$ cat config.mk
export PLATFORM = sky130hd
export DESIGN_NAME = axi_wr_burst_slave
export DESIGN_NICKNAME = d
export VERILOG_FILES = /design/src/rtl/axi_wr_burst_slave.sv
export SDC_FILE = /design/constraint.sdc
export NUM_CORES = 1
export LEC_CHECK = 0
export BUFFER_PORTS_ARGS = -buffer_cell sky130_fd_sc_hd__buf_2
export CAP_MARGIN = 25
export CORE_ASPECT_RATIO = 1.1
export CORE_MARGIN = 2
export CORE_UTILIZATION = 40
export DETAILED_ROUTE_END_ITERATION = 8
export PLACE_DENSITY = 0.75
export SYNTH_ARGS = -nofsm -noshare
export SYNTH_HDL_FRONTEND = slang
export SYNTH_SLANG_ARGS = --single-unit
$ cat constraint.sdc
create_clock -name ACLK -period 4 [get_ports ACLK]
set_input_delay 0.6 -clock ACLK [delete_from_list [all_inputs] [get_ports ACLK]]
set_output_delay 0.6 -clock ACLK [all_outputs]
set_load 0.02 [all_outputs]
$ cat src/rtl/axi_wr_burst_slave.sv
// ----------------------------------------------------------------------------
// axi_wr_burst_slave
//
// AXI4 write-channel slave endpoint. It handles one burst at a time and turns
// each accepted W beat into a single word write on a simple memory port.
// FIXED, INCR and WRAP bursts are supported. Illegal or out-of-range requests
// still drain every beat, but no memory writes are issued, and the burst is
// answered with SLVERR.
//
// Ports
//   ACLK, ARESETn            clock, asynchronous active-low reset
//   AW*  (ID/ADDR/LEN/SIZE/BURST/VALID/READY)   write address channel
//   W*   (DATA/STRB/LAST/VALID/READY)           write data channel
//   B*   (ID/RESP/VALID/READY)                  write response channel
//   mem_we, mem_addr, mem_wdata, mem_wstrb      word-wide memory write port
// ----------------------------------------------------------------------------
module axi_wr_burst_slave #(
    parameter  int DATA_WIDTH = 32,
    parameter  int ADDR_WIDTH = 32,
    parameter  int ID_WIDTH   = 4,
    parameter  int MEM_DEPTH  = 1024,
    localparam int STRB_WIDTH = DATA_WIDTH / 8,
    localparam int MEM_AW     = $clog2(MEM_DEPTH)
) (
    input  logic                  ACLK,
    input  logic                  ARESETn,
    // write address channel
    input  logic [ID_WIDTH-1:0]   AWID,
    input  logic [ADDR_WIDTH-1:0] AWADDR,
    input  logic [7:0]            AWLEN,
    input  logic [2:0]            AWSIZE,
    input  logic [1:0]            AWBURST,
    input  logic                  AWVALID,
    output logic                  AWREADY,
    // write data channel
    input  logic [DATA_WIDTH-1:0] WDATA,
    input  logic [STRB_WIDTH-1:0] WSTRB,
    input  logic                  WLAST,
    input  logic                  WVALID,
    output logic                  WREADY,
    // write response channel
    output logic [ID_WIDTH-1:0]   BID,
    output logic [1:0]            BRESP,
    output logic                  BVALID,
    input  logic                  BREADY,
    // memory port
    output logic                  mem_we,
    output logic [MEM_AW-1:0]     mem_addr,
    output logic [DATA_WIDTH-1:0] mem_wdata,
    output logic [STRB_WIDTH-1:0] mem_wstrb
);

    localparam int SIZE_LOG = $clog2(STRB_WIDTH);

    localparam logic [1:0] BURST_FIXED = 2'b00;
    localparam logic [1:0] BURST_INCR  = 2'b01;
    localparam logic [1:0] BURST_WRAP  = 2'b10;
    localparam logic [1:0] BURST_RSVD  = 2'b11;

    typedef enum logic [1:0] {
        S_IDLE,
        S_DATA,
        S_RESP
    } state_t;

    state_t                state_q, state_next;
    logic [ID_WIDTH-1:0]   id_q;
    logic [MEM_AW-1:0]     addr_q;
    logic [7:0]            len_q;
    logic [1:0]            burst_q;
    logic                  err_q;
    logic [7:0]            beat_cnt;

    logic                  aw_hs, w_hs, b_hs;
    logic                  last_beat;
    logic                  aw_err;
    logic [ADDR_WIDTH-1:0] aw_word;
    logic [ADDR_WIDTH-1:0] align_mask;
    logic [MEM_AW:0]       incr_addr;
    logic [MEM_AW-1:0]     wrap_mask;
    logic [MEM_AW-1:0]     addr_next;
    logic                  overrun;

    assign aw_hs     = AWVALID & AWREADY;
    assign w_hs      = WVALID & WREADY;
    assign b_hs      = BVALID & BREADY;
    assign last_beat = (beat_cnt == len_q);

    // Request legality, evaluated on the live AW inputs so the flag can be
    // captured together with the request.
    // NOTE: every signal assigned in always_comb gets a default first; a path
    // that leaves one unassigned would infer a latch.
    always_comb begin
        aw_word    = AWADDR >> SIZE_LOG;
        align_mask = (ADDR_WIDTH'(1) << AWSIZE) - ADDR_WIDTH'(1);
        aw_err     = 1'b0;
        if (AWSIZE != 3'(SIZE_LOG))
            aw_err = 1'b1;
        if (AWBURST == BURST_RSVD)
            aw_err = 1'b1;
        if (AWBURST == BURST_WRAP &&
            AWLEN != 8'd1 && AWLEN != 8'd3 && AWLEN != 8'd7 && AWLEN != 8'd15)
            aw_err = 1'b1;
        if (aw_word >= ADDR_WIDTH'(MEM_DEPTH))
            aw_err = 1'b1;
        if ((AWADDR & align_mask) != '0)
            aw_err = 1'b1;
    end

    // Address for the following beat. The increment carries one extra bit so
    // that running past the end of memory is visible even when MEM_DEPTH is a
    // power of two and the stored address would silently wrap to zero.
    always_comb begin
        incr_addr = {1'b0, addr_q} + (MEM_AW + 1)'(1);
        wrap_mask = MEM_AW'(len_q);
        addr_next = addr_q;
        overrun   = 1'b0;
        case (burst_q)
            BURST_INCR: begin
                addr_next = incr_addr[MEM_AW-1:0];
                overrun   = (incr_addr >= (MEM_AW + 1)'(MEM_DEPTH));
            end
            BURST_WRAP: begin
                // Only the bits inside the (len+1)-word window advance.
                addr_next = (addr_q & ~wrap_mask) | (incr_addr[MEM_AW-1:0] & wrap_mask);
            end
            BURST_FIXED: addr_next = addr_q;
            default:     addr_next = addr_q;
        endcase
    end

    always_comb begin
        state_next = state_q;
        case (state_q)
            S_IDLE:  if (aw_hs)             state_next = S_DATA;
            S_DATA:  if (w_hs && last_beat) state_next = S_RESP;
            S_RESP:  if (b_hs)              state_next = S_IDLE;
            default:                        state_next = S_IDLE;
        endcase
    end

    // NOTE: sequential state uses non-blocking assignments only, so every flop
    // samples pre-edge values regardless of statement order.
    // NOTE: the control flops must come out of reset in a known state; the
    // datapath captures are reset as well so BID reads 0 after reset.
    always_ff @(posedge ACLK or negedge ARESETn) begin
        if (!ARESETn) begin
            state_q  <= S_IDLE;
            AWREADY  <= 1'b0;
            WREADY   <= 1'b0;
            BVALID   <= 1'b0;
            id_q     <= '0;
            addr_q   <= '0;
            len_q    <= '0;
            burst_q  <= BURST_FIXED;
            err_q    <= 1'b0;
            beat_cnt <= '0;
        end else begin
            state_q <= state_next;
            // Handshake readies are registered images of the next state, so
            // AWREADY first rises one edge after reset release.
            AWREADY <= (state_next == S_IDLE);
            WREADY  <= (state_next == S_DATA);
            BVALID  <= (state_next == S_RESP);

            if (aw_hs) begin
                id_q     <= AWID;
                addr_q   <= MEM_AW'(aw_word);
                len_q    <= AWLEN;
                burst_q  <= AWBURST;
                err_q    <= aw_err;
                beat_cnt <= '0;
            end

            if (w_hs) begin
                addr_q   <= addr_next;
                beat_cnt <= beat_cnt + 8'd1;
                // A WLAST that disagrees with the count poisons the response;
                // an INCR walking off the end poisons all remaining beats.
                // Overrun after the final beat is harmless and ignored.
                if ((WLAST != last_beat) || (overrun && !last_beat))
                    err_q <= 1'b1;
            end
        end
    end

    assign BID       = id_q;
    assign BRESP     = {BVALID & err_q, 1'b0};

    assign mem_we    = w_hs & ~err_q;
    assign mem_addr  = addr_q;
    assign mem_wdata = WDATA;
    assign mem_wstrb = WSTRB;

endmodule

==> results.md <==
- Drt pass-1 iters: 4
- Critical path data required time: around 3.4 ns
- Avg Cell Area, Syn: 8.33 µm²
- Count leader, synth: nand2_1
- CP Depth: 3
- Routed wire length: 6090 µm
- Global Route Usage Sum: 0.183
- Final #Nets: 420
- Main synth FF type: dfrtp_1
- Busiest grt layer: met2
- Crit path largest cell delay: 0.41 ns
- Sequential-to-total area share from yosys stat: 0.391
- Crit share post-route: 0.522
- Detailed placement HPWL: 4570 µm
- Synth warn: 0
- Antenna cells: 0
- Drt wl/cell: around 15 µm
- Gp weighted congestion: 0.859
- Detailed-route via count: between 2000 and 2500
- Reg2Reg Launch Point: WREADY
- Root buffer cell: clkbuf_8
- TritonCTS clock tree: done
- Initial antenna violation count: 0
- Worst-Skew Late Latency: 0.30 ns
- CP max-delay cell: nand2_1
- Clock Skews: approximately 0.0092 ns
- Worst-margin pin slew: roughly 0.86 ns
- CP startpoint kind: flop
- Crit end category: output pin
- Switching power share of the total: 0.439
- Core area: 5810 µm²
- Reg2Reg Depth: 5
- First-pass GRT wire length: between 9000 and 10000 µm
- Synth Cell Area: 2430 µm²
- Vias in the first global route: 1923
- Internal reg-to-reg setup slack: 2.03 ns
- Clock Path Buffers: 2
- Final setup TNS: 0 ns
- Post-route cell area: 2690 µm²
- Post-Synthesis Cells: 292
- Post-synth EDFFs: 0
- CP Max Fanout: 20
- CTS HTree Levels: 2
- IO Pins: ~150
- Final WS setup: approximately 1.9 ns
- Top post-synthesis cells by area: dfrtp_1 39%, buf_4 11%, nand2_1 9.6%
- Proportion of layout cells with a drive suffix above 1: 0.263
- Num rows: 29
- Max-Cap Viols: 0
- Synth cell types: 48
- Syn Nets: 386
- Setup WS pre-CTS: 1.79 ns
- Synth cell count leaders: 62 x nand2_1, 38 x dfrtp_1, 37 x buf_4
- Starting Density: 0.419
- Leakage power: 1.27 nW
- Met3 global-route usage: 0.0432
- GR Layer Usage met1: 0.248
- Total CTS buffers: 5
- Net Switching: 791 µW
- Seq pwr share: 0.400
- CP cell instances: nand2_1 > nor2_1 > buf_2
- Post-Place Cell Area: 2580 µm²
- Combinational fraction of design power: 0.412
- Die W: 78.3 µm
- Setup CP Type: flop to output pin
- Number of remaining DRC errors: 0
- Clock network fraction of total power: 0.187
- Synth area leader: dfrtp_1
- Area Growth Syn to Fin: 10.7%
- Synth Register Bits: 38
- Die area: about 6700 µm²
- Count of pins over their slew limit: 0
- Worst VDD drop: 302 µV
- Final Setup Violations: 0
- Yosys top cell area share: 0.391
- # hold bufs at CTS: 0
- Power per cell area: 670 nW/µm²
- Non-Filler Instances: 404
- CP Buf/Inv Count: 1
- Fin. Hold Viols: 0
- Clk sinks: 38
- DRT iter0 DRCs: ~130
- Internal cell power: 1.01 mW
- Largest net degree at the start of global routing: 39
- Met2 Use GR: 0.278
- HP Class: input port to async pin
- Via/cell ratio: 5.45
- Placed cell count: 396
- Post-route minimum period: 2.09 ns
- Clock transition at the registers of the reported paths: 0.09 ns
- Post-CTS resize count: 0
- Antenna viol nets, final: 0
- Fill count: between 500 and 600
- Critical path arrival: 1.49 ns
- GR Overflow Total: 0
- RSZ-0062 raised after global routing: no
- Rel. slew slack: 0.423
- Chip height: between 80 and 90 µm
- Number of buffers added on ports: 73
- Fmax: approximately 0.48 GHz
- CP delay by family, top: simple AND/OR/NAND/NOR gates
- Status: finished, final reports clean
- FFs w/ async S/R, synth: 1.00
- Post-CTS Setup Inserts: 0
[worst max path at each step]
stage / from / endpoint / slack, ns
2_1_floorplan: WVALID / mem_we / 2.09
3_5_place_dp: WVALID / flop / 1.79
4_1_cts: WREADY / mem_we / 1.93
3_3_place_gp: WVALID / flop / 1.81
5_1_grt: WREADY / mem_we / 1.83
6_report: WREADY / mem_we / 1.91
[stage by stage]
stage | total power [mW] | hold WS, ns | util
final | 1.80 | 0.401 | 0.463
after floorplan | 1.27 | 0.304 | -
after detailed placement | 1.46 | 0.462 | 0.444
after global routing | 1.93 | 0.469 | 0.463
after global placement | 1.44 | 0.460 | 0.444
after CTS | 1.80 | 0.439 | 0.463
[layer usage]
| metal | wire (µm) | vias to the layer above |
|---|---|---|
| met5 | 0 | - |
| met2 | 2890 | 96 |
| met1 | 2610 | 1032 |
| met4 | 145 | 0 |
| met3 | 448 | 19 |
| li1 | - | 1054 |
[power groups by stage]
stage | logic (mW) | clock network (mW) | registers [mW]
finish | 0.743 | 0.338 | 0.721
detailed placement | 0.739 | 0 | 0.724
CTS | 0.742 | 0.342 | 0.717
floorplan | 0.508 | 0 | 0.758
global route | 0.827 | 0.358 | 0.744
global placement | 0.723 | 0 | 0.720
[cells in the final DEF (no fill, tap or decap), drive strengths merged, types with 4 or more instances in the layout]
| cell | instances |
|---|---|
| buf | 73 |
| nor2 | 13 |
| a21oi | 11 |
| nand3 | 13 |
| clkbuf | 5 |
| xor2 | 10 |
| dfrtp | 38 |
| and4 | 4 |
| nand2 | 62 |
| nor4 | 7 |
| o21ai | 26 |
| inv | 4 |
[final cells by class]
cell class,instances,area [µm²],area share
multi-input cells,204,1150,0.427
clock buffers,5,68.8,0.0256
flip-flops and latches,38,951,0.353
repair buffers,73,365,0.136
clock inverters,3,45.0,0.0167
well taps,77,96.3,0.0358
inverters,4,15.0,0.00558
[cells by family (layout without fill, tap and decap cells)]
logic type / count (synthesis) / in the layout / synth area share
simple gates: 123 / 123 / 0.242
compound gates: 63 / 63 / 0.162
mux: 1 / 1 / 0.00463
xor+xnor: 13 / 13 / 0.0468
other cells: 1 / 1 / 0.00154
buf+inv: 50 / 85 / 0.136
flops: 38 / 38 / 0.391
fa+ha+maj: 3 / 3 / 0.0154
No activity file was read; power rests on OpenSTA's default activity.
